==> src/rtl/adc_spi_responder_pkg.sv <==
// Shared definitions for the ADC SPI responder: frame length, pattern encodings, FSM states.
package adc_spi_responder_pkg;

    localparam int unsigned FRAME_BITS = 16;

    localparam logic [1:0] PAT_CONST = 2'd0;
    localparam logic [1:0] PAT_RAMP  = 2'd1;
    localparam logic [1:0] PAT_ALT   = 2'd2;
    localparam logic [1:0] PAT_LFSR  = 2'd3;

    typedef enum logic [1:0] {
        StIdle,
        StShift,
        StDone
    } state_e;

endpackage

==> src/rtl/sync_2ff.sv <==
// Two-flop synchronizer for a single asynchronous bit, with a selectable reset value.
module sync_2ff #(
    parameter bit RESET_VAL = 1'b0
) (
    input  logic clk,
    input  logic reset,
    input  logic d,
    output logic q
);

    logic meta_q;

    always_ff @(posedge clk) begin
        if (reset) begin
            meta_q <= RESET_VAL;
            q      <= RESET_VAL;
        end else begin
            meta_q <= d;
            q      <= meta_q;
        end
    end

endmodule

==> src/rtl/adc_spi_responder.sv <==
// Emulated 12-bit serial ADC: answers the FPGA's ADC reader with a generated sample per frame,
// changing sdata on sclk falling edges so the reader can sample on rising edges.
module adc_spi_responder
    import adc_spi_responder_pkg::*;
#(
    parameter int unsigned          DATA_BITS  = 12,
    parameter int unsigned          LEAD_ZEROS = FRAME_BITS - DATA_BITS,
    parameter int unsigned          RAMP_STEP  = 1,
    parameter logic [DATA_BITS-1:0] LFSR_SEED  = 12'hACE
) (
    input  logic                 clk,
    input  logic                 reset,
    input  logic                 cs_n,
    input  logic                 sclk,
    input  logic [1:0]           pattern_sel,
    input  logic [DATA_BITS-1:0] const_value,
    output logic                 sdata,
    output logic                 busy,
    output logic                 frame_abort,
    output logic [15:0]          conv_count
);

    localparam int unsigned FRAME_LEN = LEAD_ZEROS + DATA_BITS;
    localparam int unsigned CNT_W     = $clog2(FRAME_LEN);

    logic cs_sync, sclk_sync;
    logic cs_prev_q, sclk_prev_q;
    logic cs_fall, cs_rise, sclk_fall;

    state_e                 state_q;
    logic [FRAME_LEN-1:0]   shreg_q;
    logic [CNT_W-1:0]       bit_cnt_q;
    logic                   frame_done;

    logic [DATA_BITS-1:0]   ramp_q;
    logic                   alt_q;
    logic [DATA_BITS-1:0]   lfsr_q;
    logic                   lfsr_fb;
    logic [DATA_BITS-1:0]   sample;
    logic [FRAME_LEN-1:0]   frame_word;

    sync_2ff #(
        .RESET_VAL (1'b1)
    ) u_sync_cs (
        .clk   (clk),
        .reset (reset),
        .d     (cs_n),
        .q     (cs_sync)
    );

    sync_2ff #(
        .RESET_VAL (1'b0)
    ) u_sync_sclk (
        .clk   (clk),
        .reset (reset),
        .d     (sclk),
        .q     (sclk_sync)
    );

    assign cs_fall   = cs_prev_q & ~cs_sync;
    assign cs_rise   = ~cs_prev_q & cs_sync;
    assign sclk_fall = sclk_prev_q & ~sclk_sync;

    assign frame_done = (state_q == StShift) && sclk_fall && (bit_cnt_q == '0);

    // Shift register is cleared outside SHIFT, so its MSB doubles as the registered sdata.
    assign sdata = shreg_q[FRAME_LEN-1];

    always_comb begin
        sample = const_value;
        unique case (pattern_sel)
            PAT_CONST: sample = const_value;
            PAT_RAMP:  sample = ramp_q;
            PAT_ALT:   sample = {DATA_BITS{alt_q}};
            PAT_LFSR:  sample = lfsr_q;
            default:   sample = const_value;
        endcase
    end

    assign frame_word = {{LEAD_ZEROS{1'b0}}, sample};
    assign lfsr_fb    = lfsr_q[DATA_BITS-1] ^ lfsr_q[5] ^ lfsr_q[3] ^ lfsr_q[0];

    // All generators step together on each completed frame, whichever one is selected.
    always_ff @(posedge clk) begin
        if (reset) begin
            ramp_q <= '0;
            alt_q  <= 1'b0;
            lfsr_q <= LFSR_SEED;
        end else if (frame_done) begin
            ramp_q <= ramp_q + DATA_BITS'(RAMP_STEP);
            alt_q  <= ~alt_q;
            lfsr_q <= {lfsr_q[DATA_BITS-2:0], lfsr_fb};
        end
    end

    always_ff @(posedge clk) begin
        if (reset) begin
            state_q     <= StIdle;
            shreg_q     <= '0;
            bit_cnt_q   <= '0;
            busy        <= 1'b0;
            frame_abort <= 1'b0;
            conv_count  <= '0;
            cs_prev_q   <= 1'b1;
            sclk_prev_q <= 1'b0;
        end else begin
            cs_prev_q   <= cs_sync;
            sclk_prev_q <= sclk_sync;
            frame_abort <= 1'b0;
            unique case (state_q)
                StIdle: begin
                    if (cs_fall) begin
                        shreg_q   <= frame_word;
                        bit_cnt_q <= CNT_W'(FRAME_LEN - 1);
                        busy      <= 1'b1;
                        state_q   <= StShift;
                    end
                end
                StShift: begin
                    // A final edge coinciding with cs_rise still completes the frame.
                    if (frame_done) begin
                        shreg_q    <= '0;
                        conv_count <= conv_count + 16'd1;
                        busy       <= 1'b0;
                        state_q    <= cs_rise ? StIdle : StDone;
                    end else if (cs_rise) begin
                        shreg_q     <= '0;
                        frame_abort <= 1'b1;
                        busy        <= 1'b0;
                        state_q     <= StIdle;
                    end else if (sclk_fall) begin
                        shreg_q   <= shreg_q << 1;
                        bit_cnt_q <= bit_cnt_q - CNT_W'(1);
                    end
                end
                StDone: begin
                    if (cs_rise) begin
                        state_q <= StIdle;
                    end
                end
                default: state_q <= StIdle;
            endcase
        end
    end

endmodule

==> config.mk <==
export PLATFORM = sky130hd
export DESIGN_NAME = adc_spi_responder
export DESIGN_NICKNAME = d
export VERILOG_FILES = /design/src/rtl/adc_spi_responder_pkg.sv /design/src/rtl/sync_2ff.sv /design/src/rtl/adc_spi_responder.sv
export SDC_FILE = /design/constraint.sdc
export NUM_CORES = 1
export LEC_CHECK = 0
export BUFFER_PORTS_ARGS = -buffer_cell sky130_fd_sc_hd__buf_2
export CAP_MARGIN = 20
export CELL_PAD_IN_SITES_DETAIL_PLACEMENT = 0
export CELL_PAD_IN_SITES_GLOBAL_PLACEMENT = 1
export CORE_ASPECT_RATIO = 0.8
export CORE_MARGIN = 2
export CORE_UTILIZATION = 47
export CTS_CLUSTER_SIZE = 16
export DETAILED_ROUTE_END_ITERATION = 8
export GPL_ROUTABILITY_DRIVEN = 0
export PLACE_DENSITY_LB_ADDON = 0.1
export SLEW_MARGIN = 40
export SYNTH_ARGS = -nofsm -noshare
export SYNTH_HDL_FRONTEND = slang
export SYNTH_SLANG_ARGS = --single-unit
==> constraint.sdc <==
create_clock -name clk -period 3.5 [get_ports clk]
set_input_delay 0.7 -clock clk [delete_from_list [all_inputs] [get_ports clk]]
set_output_delay 0.7 -clock clk [all_outputs]
set_load 0.01 [all_outputs]
==> impl_metrics.yaml, run 1 <==
die:
  ios: 37
  die-width_um: 96.7
  die_h_um: 78.2
  initial_core_util_pct: 47.9
  row_count: 27
  core-area_um2: 6760
  fp.dieArea_um2: 7560
clock_network:
  clk_latency_ps: 340
  clkSinkCount: 71
  cts.htree.levels: 3
  cts_hold_buf: 0
  path_clk_slew_ps: 70
  cts_root_buf: "clkbuf_8"
  cts_resized: 0
  postCtsSetupBuffers: 0
  max-clock-path-buffers: 2
  cts_buffers: 9
  tritoncts: "built"
timing:
  period_needed_ps: 2600
  hold_viol: 0
  setup_tns_ps: 0
  worst_slack_ps: 900
  post-route-period-util_pct: 74.3
  finalMaxSlewViolations: 0
  worstMarginPinSlew_ps: 796
  rsz0062_at_grt: "no"
  max_slew_margin_pct: 46.8
  setup_viol: 0
  fmax_mhz: 385
  skew_ps: 7.91
setup_path:
  path_delay_family: "simple AND/OR/NAND/NOR gates"
  crit_required_ps: 3780
  timing_worst_setup_path_type: "reg2reg"
  worstPathCellList: "inv_1 -> ha_1 -> or3b_1 -> or4_1 -> or4_1 -> a21oi_1"
  max_stage_delay_ps: 740
  cp_num_buf_inv: 1
  critPathLaunchType: "flip-flop"
  worst_setup_path_end_kind: "flip-flop"
  cpMostUsedCell: "or4_1"
  cp.arrival_ps: 2880
  worstPathMaxFanout: 14
  cp_slowest_cell: "or4_1"
yosys:
  syn_inst: 360
  synth_top_cell_area_share_pct: 44.0
  yosysMostFrequentCell: "dfxtp_1"
  yosys_warnings: 0
  ys_ff_latch: 71
  synth_common_cells: "dfxtp_1 (71), nand2_1 (40), a21oi_1 (39), o21ai_0 (28), nor2_1 (23)"
  synth_nets: 382
  synth_edf_count: 0
  synth_largest_area_cell: "dfxtp_1"
  yosys-top-cells-area: "dfxtp_1 (44%), mux4_2 (8.4%), a21oi_1 (6.0%), nand2_1 (4.6%), o21ai_0 (4.3%)"
  synth_cell_types: 40
  synth_flop_cell: "dfxtp_1"
  async_flop_share_pct: 0
  ys_seq_area_share_pct: 44.0
  syn_area_um2: 3230
  syn_area_per_cell_um2: 8.98
global_route:
  antenna_found_initial: 0
  gr-usage-all-layers_pct: 19.6
  grt_remaining_overflow: 0
  grt_max_degree: 58
  grt_pass1_wl_mm: 12.0
  grt_pass1_vias: 2494
layout:
  drive_gt1_share_pct: 17.4
  multi_input_area_um2: 1690
  area_growth_pct: 12.2
  nNetsFinal: 409
  n_fill_cell: 638
  regArea_um2: 1420
  utilization_pct: 53.7
  diodes: 0
routing:
  ant_nets: 0
  route.detailed.drc: 0
  vias: 2674
  drtPass1Iterations: 5
  via_per_inst: 5.61
  drt-total-wl_mm: 7.01
  drt_iter0_drc: 98
  drt-wirelength-per-cell_um: 14.7
place:
  hpwlAfterDp_mm: 4.73
  io_buffers: 36
  dp_slack_ps: 912
outcome:
  status: "finished clean"
min_path:
  hp-class: "reg2reg"
power:
  powerDensity_nw_per_um2: 417
  leakagePower_nw: 1.29
  vdd_drop_max_mv: 0.189
flow_run:
  drv_cap: 0
==> stage by stage <==
| step | power [mW] | instance area (µm²) | std cells | hold slack, ps |
|---|---|---|---|---|
| global placement | 0.960 | 3460 | 463 | 398 |
| global route | 1.57 | 3630 | 477 | 427 |
| finish | 1.51 | 3630 | 477 | 413 |
| CTS | 1.53 | 3630 | 477 | 418 |
| detailed placement | 0.962 | 3460 | 463 | 397 |
| floorplan | 0.930 | 3230 | 360 | 389 |
==> path summary, 6_finish.rpt <==
check	from	endpoint	slack [ps]	cells past startpoint
setup / recovery	bit_cnt_q[0]$_SDFFE_PP0P_	conv_count[15]$_SDFFE_PP0P_	900	6
hold / removal	u_sync_cs.meta_q$_SDFF_PP1_	u_sync_cs.q$_SDFF_PP1_	410	1
setup reg to reg	bit_cnt_q[0]$_SDFFE_PP0P_	conv_count[15]$_SDFFE_PP0P_	900	6
hold reg to reg	u_sync_cs.meta_q$_SDFF_PP1_	u_sync_cs.q$_SDFF_PP1_	410	1
==> final cells by class <==
cell class              instances  share of cell area, %
inverters                       9                  0.931
flip-flops and latches         71                   39.2
clock buffers                  13                   4.38
repair buffers                 40                   5.86
well taps                      87                   3.00
clock inverters                 1                  0.138
multi-input cells             256                   46.5
==> per-layer routing <==
layer | track usage (%) | wire [µm] | up-vias
met5 | 0 | 0 | -
met1 | 27.3 | 3650 | 1266
met4 | 6.90 | 112 | 0
met2 | 29.6 | 2990 | 50
li1 | - | - | 1348
met3 | 4.99 | 267 | 10
==> where the power goes <==
part / switching [mW] / total, mW / internal [mW] / leakage (nW)
Clock: 0.281 / 0.569 / 0.288 / 0.0854
Sequential: 0.00928 / 0.829 / 0.820 / 0.575
Combinational: 0.0677 / 0.114 / 0.0463 / 0.628
==> cells in the final DEF (no fill, tap or decap), drive strengths merged, types with 5 or more instances in the layout <==
cell | synthesis | routed
nor2 | 23 | 23
a21oi | 39 | 39
o21ai | 28 | 28
nand4 | 5 | 5
dfxtp | 71 | 71
nand3 | 9 | 9
or3 | 13 | 13
nor2b | 5 | 5
nand3b | 7 | 7
mux4 | 12 | 12
clkbuf | 22 | 13
buf | 2 | 40
nand2 | 40 | 40
a22oi | 11 | 11
xnor2 | 14 | 14
or4 | 5 | 5
nor4 | 8 | 8
inv | 9 | 9
nor3 | 6 | 6
==> registers in the layout, indices dropped and copies added (netlist names), 2 cells and up <==
register and cells:
shreg_q 16, conv_count 16, ramp_q 12, lfsr_q 12, state_q 2, bit_cnt_q 4
==> cell families (layout without fill, tap and decap cells) <==
family          count (synthesis)  count (layout)  synth area share, %
mux                            12              12                 8.36
xor+xnor                       17              17                 5.03
compound gates                 89              89                 15.6
flops                          71              71                 44.0
fa+ha+maj                       4               4                 1.55
buf+inv                        33              63                 3.87
simple gates                  134             134                 21.6
Power figures use the tool's default switching activity.
==> run 2: changes to the inputs <==
--- a/config.mk
+++ b/config.mk
@@ -11,7 +11,7 @@
 export CELL_PAD_IN_SITES_GLOBAL_PLACEMENT = 1
 export CORE_ASPECT_RATIO = 0.8
 export CORE_MARGIN = 2
-export CORE_UTILIZATION = 47
+export CORE_UTILIZATION = 44
 export CTS_CLUSTER_SIZE = 16
 export DETAILED_ROUTE_END_ITERATION = 8
 export GPL_ROUTABILITY_DRIVEN = 0
==> constraint.sdc (replaced) <==
create_clock -name clk -period 2.44 [get_ports clk]
set_input_delay 0.488 -clock clk [delete_from_list [all_inputs] [get_ports clk]]
set_output_delay 0.488 -clock clk [all_outputs]
set_load 0.01 [all_outputs]
==> impl_metrics.yaml, run 2 (synthesis gave the netlist of run 1 again) <==
outcome:
  status: "finished clean"
global_route:
  grt_pass1_vias: 2523
  grt_remaining_overflow: 0
  antenna_found_initial: 0
  grt_max_degree: 34
  gr-usage-all-layers_pct: 19.4
  grt_pass1_wl_mm: 12.2
setup_path:
  cp_slowest_cell: "or4_4"
  worst-path-stages: 7
  worstPathMaxFanout: 13
  worstPathCellList: "inv_1 -> ha_1 -> or3b_1 -> buf_4 -> or4_4 -> or3_1 -> a21oi_1"
  crit_required_ps: 2720
  cp_num_buf_inv: 2
  path_delay_family: "simple AND/OR/NAND/NOR gates"
  worst_setup_path_end_kind: "flip-flop"
  cp.arrival_ps: 2550
  timing_worst_setup_path_type: "reg2reg"
  rr_worst_depth: 7
  critPathLaunchType: "flip-flop"
  max_stage_delay_ps: 590
clock_network:
  clk_latency_ps: 340
  max-clock-path-buffers: 2
  cts_hold_buf: 0
  cts.htree.levels: 3
  tritoncts: "built"
  cts_root_buf: "clkbuf_8"
  clkSinkCount: 71
  cts_buffers: 9
  path_clk_slew_ps: 70
routing:
  via_per_inst: 5.58
  route.detailed.drc: 0
  drt_iter0_drc: 91
  drt-total-wl_mm: 7.24
  drtPass1Iterations: 4
  drt-wirelength-per-cell_um: 14.9
  ant_nets: 0
  vias: 2706
timing:
  worstMarginPinSlew_ps: 639
  hold_viol: 0
  max_slew_margin_pct: 57.4
  post-route-period-util_pct: 93.0
  fmax_mhz: 441
  period_needed_ps: 2270
  setup_tns_ps: 0
  rsz0062_at_grt: "no"
  finalMaxSlewViolations: 0
  setup_viol: 0
  skew_ps: 3.57
layout:
  final_common_cell: "dfxtp_1"
  top_regs: "conv_count: 16 flops, shreg_q: 16 flops"
  most-common-layout-cells: "dfxtp_1 (71), nand2_1 (40), a21oi_1 (39), buf_2 (36), o21ai_0 (28)"
  diodes: 0
  area_growth_pct: 15.3
  drive_gt1_share_pct: 20.1
  fin_area_um2: 3730
  nNetsFinal: 417
place:
  post_dp_cell_area_um2: 3530
  io_buffers: 36
  hpwlAfterDp_mm: 5.00
min_path:
  worstHoldPathCells: 2
  hp-class: "in2reg"
flow_run:
  drv_cap: 0
die:
  die_h_um: 80.7
  core-area_um2: 6990
  row_count: 27
  fp.dieArea_um2: 8050
  die-width_um: 99.8
  initial_core_util_pct: 46.2
  ios: 37
power:
  leakagePower_nw: 1.34
  vdd_drop_max_mv: 0.324
  powerDensity_nw_per_um2: 603
[run 2: cell types whose count changed in the layout (fill, tap and decap cells not counted), sizes merged]
cell    delta
buf        +8
clkinv     -1
clkbuf     +1
[run 2: layout make-up]
| class | count | area [µm²] |
|---|---|---|
| Tap cell | 87 | 109 |
| Fill cell | 636 | 3270 |
| Sequential cell | 71 | 1420 |
| Inverter | 9 | 33.8 |
| Multi-Input combinational cell | 256 | 1700 |
| Clock buffer | 14 | 183 |
| Timing Repair Buffer | 48 | 283 |
[run 2: routing by layer]
metal	up-vias	track usage (%)	wire, µm
met4	0	5.07	98
met1	1281	25.2	3490
met5	-	0	0
met3	11	6.27	341
met2	49	31.1	3310
li1	1365	-	-
[run 2: what timing repair did]
action / CTS / global route
gates resized for setup: 0 / 3
setup buffers: 0 / 0
setup endpoints to repair: 0 / 6
[run 2: report_power, final]
group	internal, mW	switching (mW)
Sequential	1.18	0.0130
Clock	0.470	0.409
Combinational	0.0793	0.101
Total	1.73	0.523
[run 2: worst reg2reg max path: stages, from the launching register on]
cell and delay [ps]:
dfxtp_1 320, inv_1 100, ha_1 160, or3b_1 360, buf_4 190, or4_4 590, or3_1 360, a21oi_1 140
[run 2: metrics by stage]
stage	setup slack [ps]	hold slack [ps]	util, %	power [mW]	cells
floorplan	220	389	-	1.33	360
global placement	148	393	50.5	1.39	471
detailed placement	89.7	401	50.5	1.40	471
CTS	71.6	309	53.1	2.28	485
global route	12.2	302	53.3	2.35	485
finish	171	321	53.3	2.25	485
[run 2: worst paths after layout]
check	startpoint	end	slack (ps)
max	bit_cnt_q[0]$_SDFFE_PP0P_	conv_count[14]$_SDFFE_PP0P_	170
min	cs_n	u_sync_cs.meta_q$_SDFF_PP1_	320
max reg2reg	bit_cnt_q[0]$_SDFFE_PP0P_	conv_count[14]$_SDFFE_PP0P_	170
min reg2reg	u_sync_cs.meta_q$_SDFF_PP1_	u_sync_cs.q$_SDFF_PP1_	420
==> run 3: changes to the inputs <==
--- a/config.mk
+++ b/config.mk
@@ -7,15 +7,12 @@
 export LEC_CHECK = 0
 export BUFFER_PORTS_ARGS = -buffer_cell sky130_fd_sc_hd__buf_2
 export CAP_MARGIN = 20
-export CELL_PAD_IN_SITES_DETAIL_PLACEMENT = 0
-export CELL_PAD_IN_SITES_GLOBAL_PLACEMENT = 1
-export CORE_ASPECT_RATIO = 0.8
 export CORE_MARGIN = 2
-export CORE_UTILIZATION = 44
+export CORE_UTILIZATION = 58
 export CTS_CLUSTER_SIZE = 16
 export DETAILED_ROUTE_END_ITERATION = 8
 export GPL_ROUTABILITY_DRIVEN = 0
-export PLACE_DENSITY_LB_ADDON = 0.1
+export PLACE_DENSITY = 0.79
 export SLEW_MARGIN = 40
 export SYNTH_ARGS = -nofsm -noshare
 export SYNTH_HDL_FRONTEND = slang
==> impl_metrics.yaml, run 3 (synthesis gave the netlist of run 1 again) <==
outcome:
  status: "finished clean"
timing:
  setup_tns_ps: 0
  rsz0062_at_grt: "no"
  finalMaxSlewViolations: 0
  worstMarginPinSlew_ps: 523
  fmax_mhz: 434
  post-route-period-util_pct: 94.4
  max_slew_margin_pct: 64.7
  period_needed_ps: 2300
  hold_viol: 0
  setup_viol: 0
  skew_ps: 5.00
global_route:
  grt_pass1_vias: 2616
  grt_pass1_wl_mm: 11.9
  gr-usage-all-layers_pct: 24.4
  grt_remaining_overflow: 0
  antenna_found_initial: 0
  grt_max_degree: 50
die:
  initial_core_util_pct: 59.4
  ios: 37
  fp.dieArea_um2: 6190
  core-area_um2: 5440
  row_count: 27
  die_h_um: 78.7
  die-width_um: 78.7
power:
  leakagePower_nw: 1.33
  total_power_mw: 2.18
  powerDensity_nw_per_um2: 593
  vdd_drop_max_mv: 0.377
clock_network:
  tritoncts: "built"
  cts.htree.levels: 3
  clk_latency_ps: 340
  cts_hold_buf: 0
  cts_root_buf: "clkbuf_8"
  postCtsSetupBuffers: 0
  cts_buffers: 9
  max-clock-path-buffers: 2
  clkSinkCount: 71
  cts_resized: 0
  path_clk_slew_ps: 70
layout:
  top_regs: "conv_count: 16 flops, shreg_q: 16 flops"
  area_growth_pct: 13.7
  most-common-layout-cells: "dfxtp_1 (71), nand2_1 (40), a21oi_1 (39), buf_2 (35), o21ai_0 (28)"
  nNetsFinal: 415
  utilization_pct: 67.6
  final_common_cell: "dfxtp_1"
  diodes: 0
  fin_area_um2: 3680
  n_fill_cell: 438
  drive_gt1_share_pct: 19.4
min_path:
  holdPathEnd: "u_sync_cs.meta_q$_SDFF_PP1_"
  hp-class: "in2reg"
  hp-start: "cs_n"
  worstHoldPathCells: 2
setup_path:
  critPathLaunchType: "flip-flop"
  worst_setup_path_end_kind: "flip-flop"
  timing_worst_setup_path_type: "reg2reg"
  r2r_slack_ps: 140
  worstReg2RegStart: "bit_cnt_q[0]$_SDFFE_PP0P_"
  crit_required_ps: 2710
  cp.arrival_ps: 2580
  worstPathMaxFanout: 13
  r2r-end: "conv_count[14]$_SDFFE_PP0P_"
  rr_worst_depth: 7
routing:
  vias: 2757
  drt-total-wl_mm: 7.07
  drt-wirelength-per-cell_um: 15.1
  route.detailed.drc: 0
  ant_nets: 0
  drt_iter0_drc: 180
  drtPass1Iterations: 4
  via_per_inst: 5.89
place:
  hpwlAfterDp_mm: 4.79
  post_dp_cell_area_um2: 3500
  io_buffers: 36
flow_run:
  drv_cap: 0
## run 3: through the flow
| step | cells | setup slack [ps] | hold WS [ps] |
|---|---|---|---|
| floorplan | 360 | 220 | 389 |
| global placement | 454 | 150 | 391 |
| detailed placement | 454 | 65.3 | 395 |
| CTS | 468 | 33.7 | 320 |
| global route | 468 | 19.9 | 332 |
| finish | 468 | 137 | 328 |
## run 3: how the worst max path moves through the flow
| stage | startpoint | endpoint | slack [ps] |
|---|---|---|---|
| after detailed placement | bit_cnt_q[0]$_SDFFE_PP0P_ | conv_count[15]$_SDFFE_PP0P_ | 70 |
| final | bit_cnt_q[0]$_SDFFE_PP0P_ | conv_count[14]$_SDFFE_PP0P_ | 140 |
| after global placement | bit_cnt_q[0]$_SDFFE_PP0P_ | conv_count[15]$_SDFFE_PP0P_ | 150 |
| after floorplan | bit_cnt_q[0]$_SDFFE_PP0P_ | conv_count[15]$_SDFFE_PP0P_ | 220 |
| after CTS | bit_cnt_q[0]$_SDFFE_PP0P_ | conv_count[15]$_SDFFE_PP0P_ | 30 |
| after global routing | bit_cnt_q[0]$_SDFFE_PP0P_ | ramp_q[10]$_SDFFE_PP0P_ | 20 |
## run 3: cell type report
cell class	count	area [µm²]	share of cell area, %
multi-input cells	256	1700	46.2
flip-flops and latches	71	1420	38.7
repair buffers	46	270	7.35
clock buffers	13	159	4.32
well taps	72	90.1	2.45
inverters	9	33.8	0.919
clock inverters	1	5.00	0.136
## run 3: where the power goes
part | leakage (nW) | total [mW] | internal, mW | switching (mW)
Combinational | 0.666 | 0.179 | 0.0789 | 0.100
Clock | 0.0854 | 0.815 | 0.413 | 0.402
Sequential | 0.575 | 1.19 | 1.18 | 0.0115
## run 3: routing by layer
metal  up-vias  GRT usage (%)  share of wire (%)
met5         -              0                  0
met2        75           39.7                 47
met4         0           11.2                1.7
li1       1364              -                  -
met1      1306           32.1                 46
met3        12           3.68                5.3
## run 3: critical path: stages (launching register included)
cell and delay, ps:
dfxtp_1 330, inv_1 90, ha_1 160, or3b_1 370
buf_4 190, or4_4 580, or3_1 360, a21oi_1 150
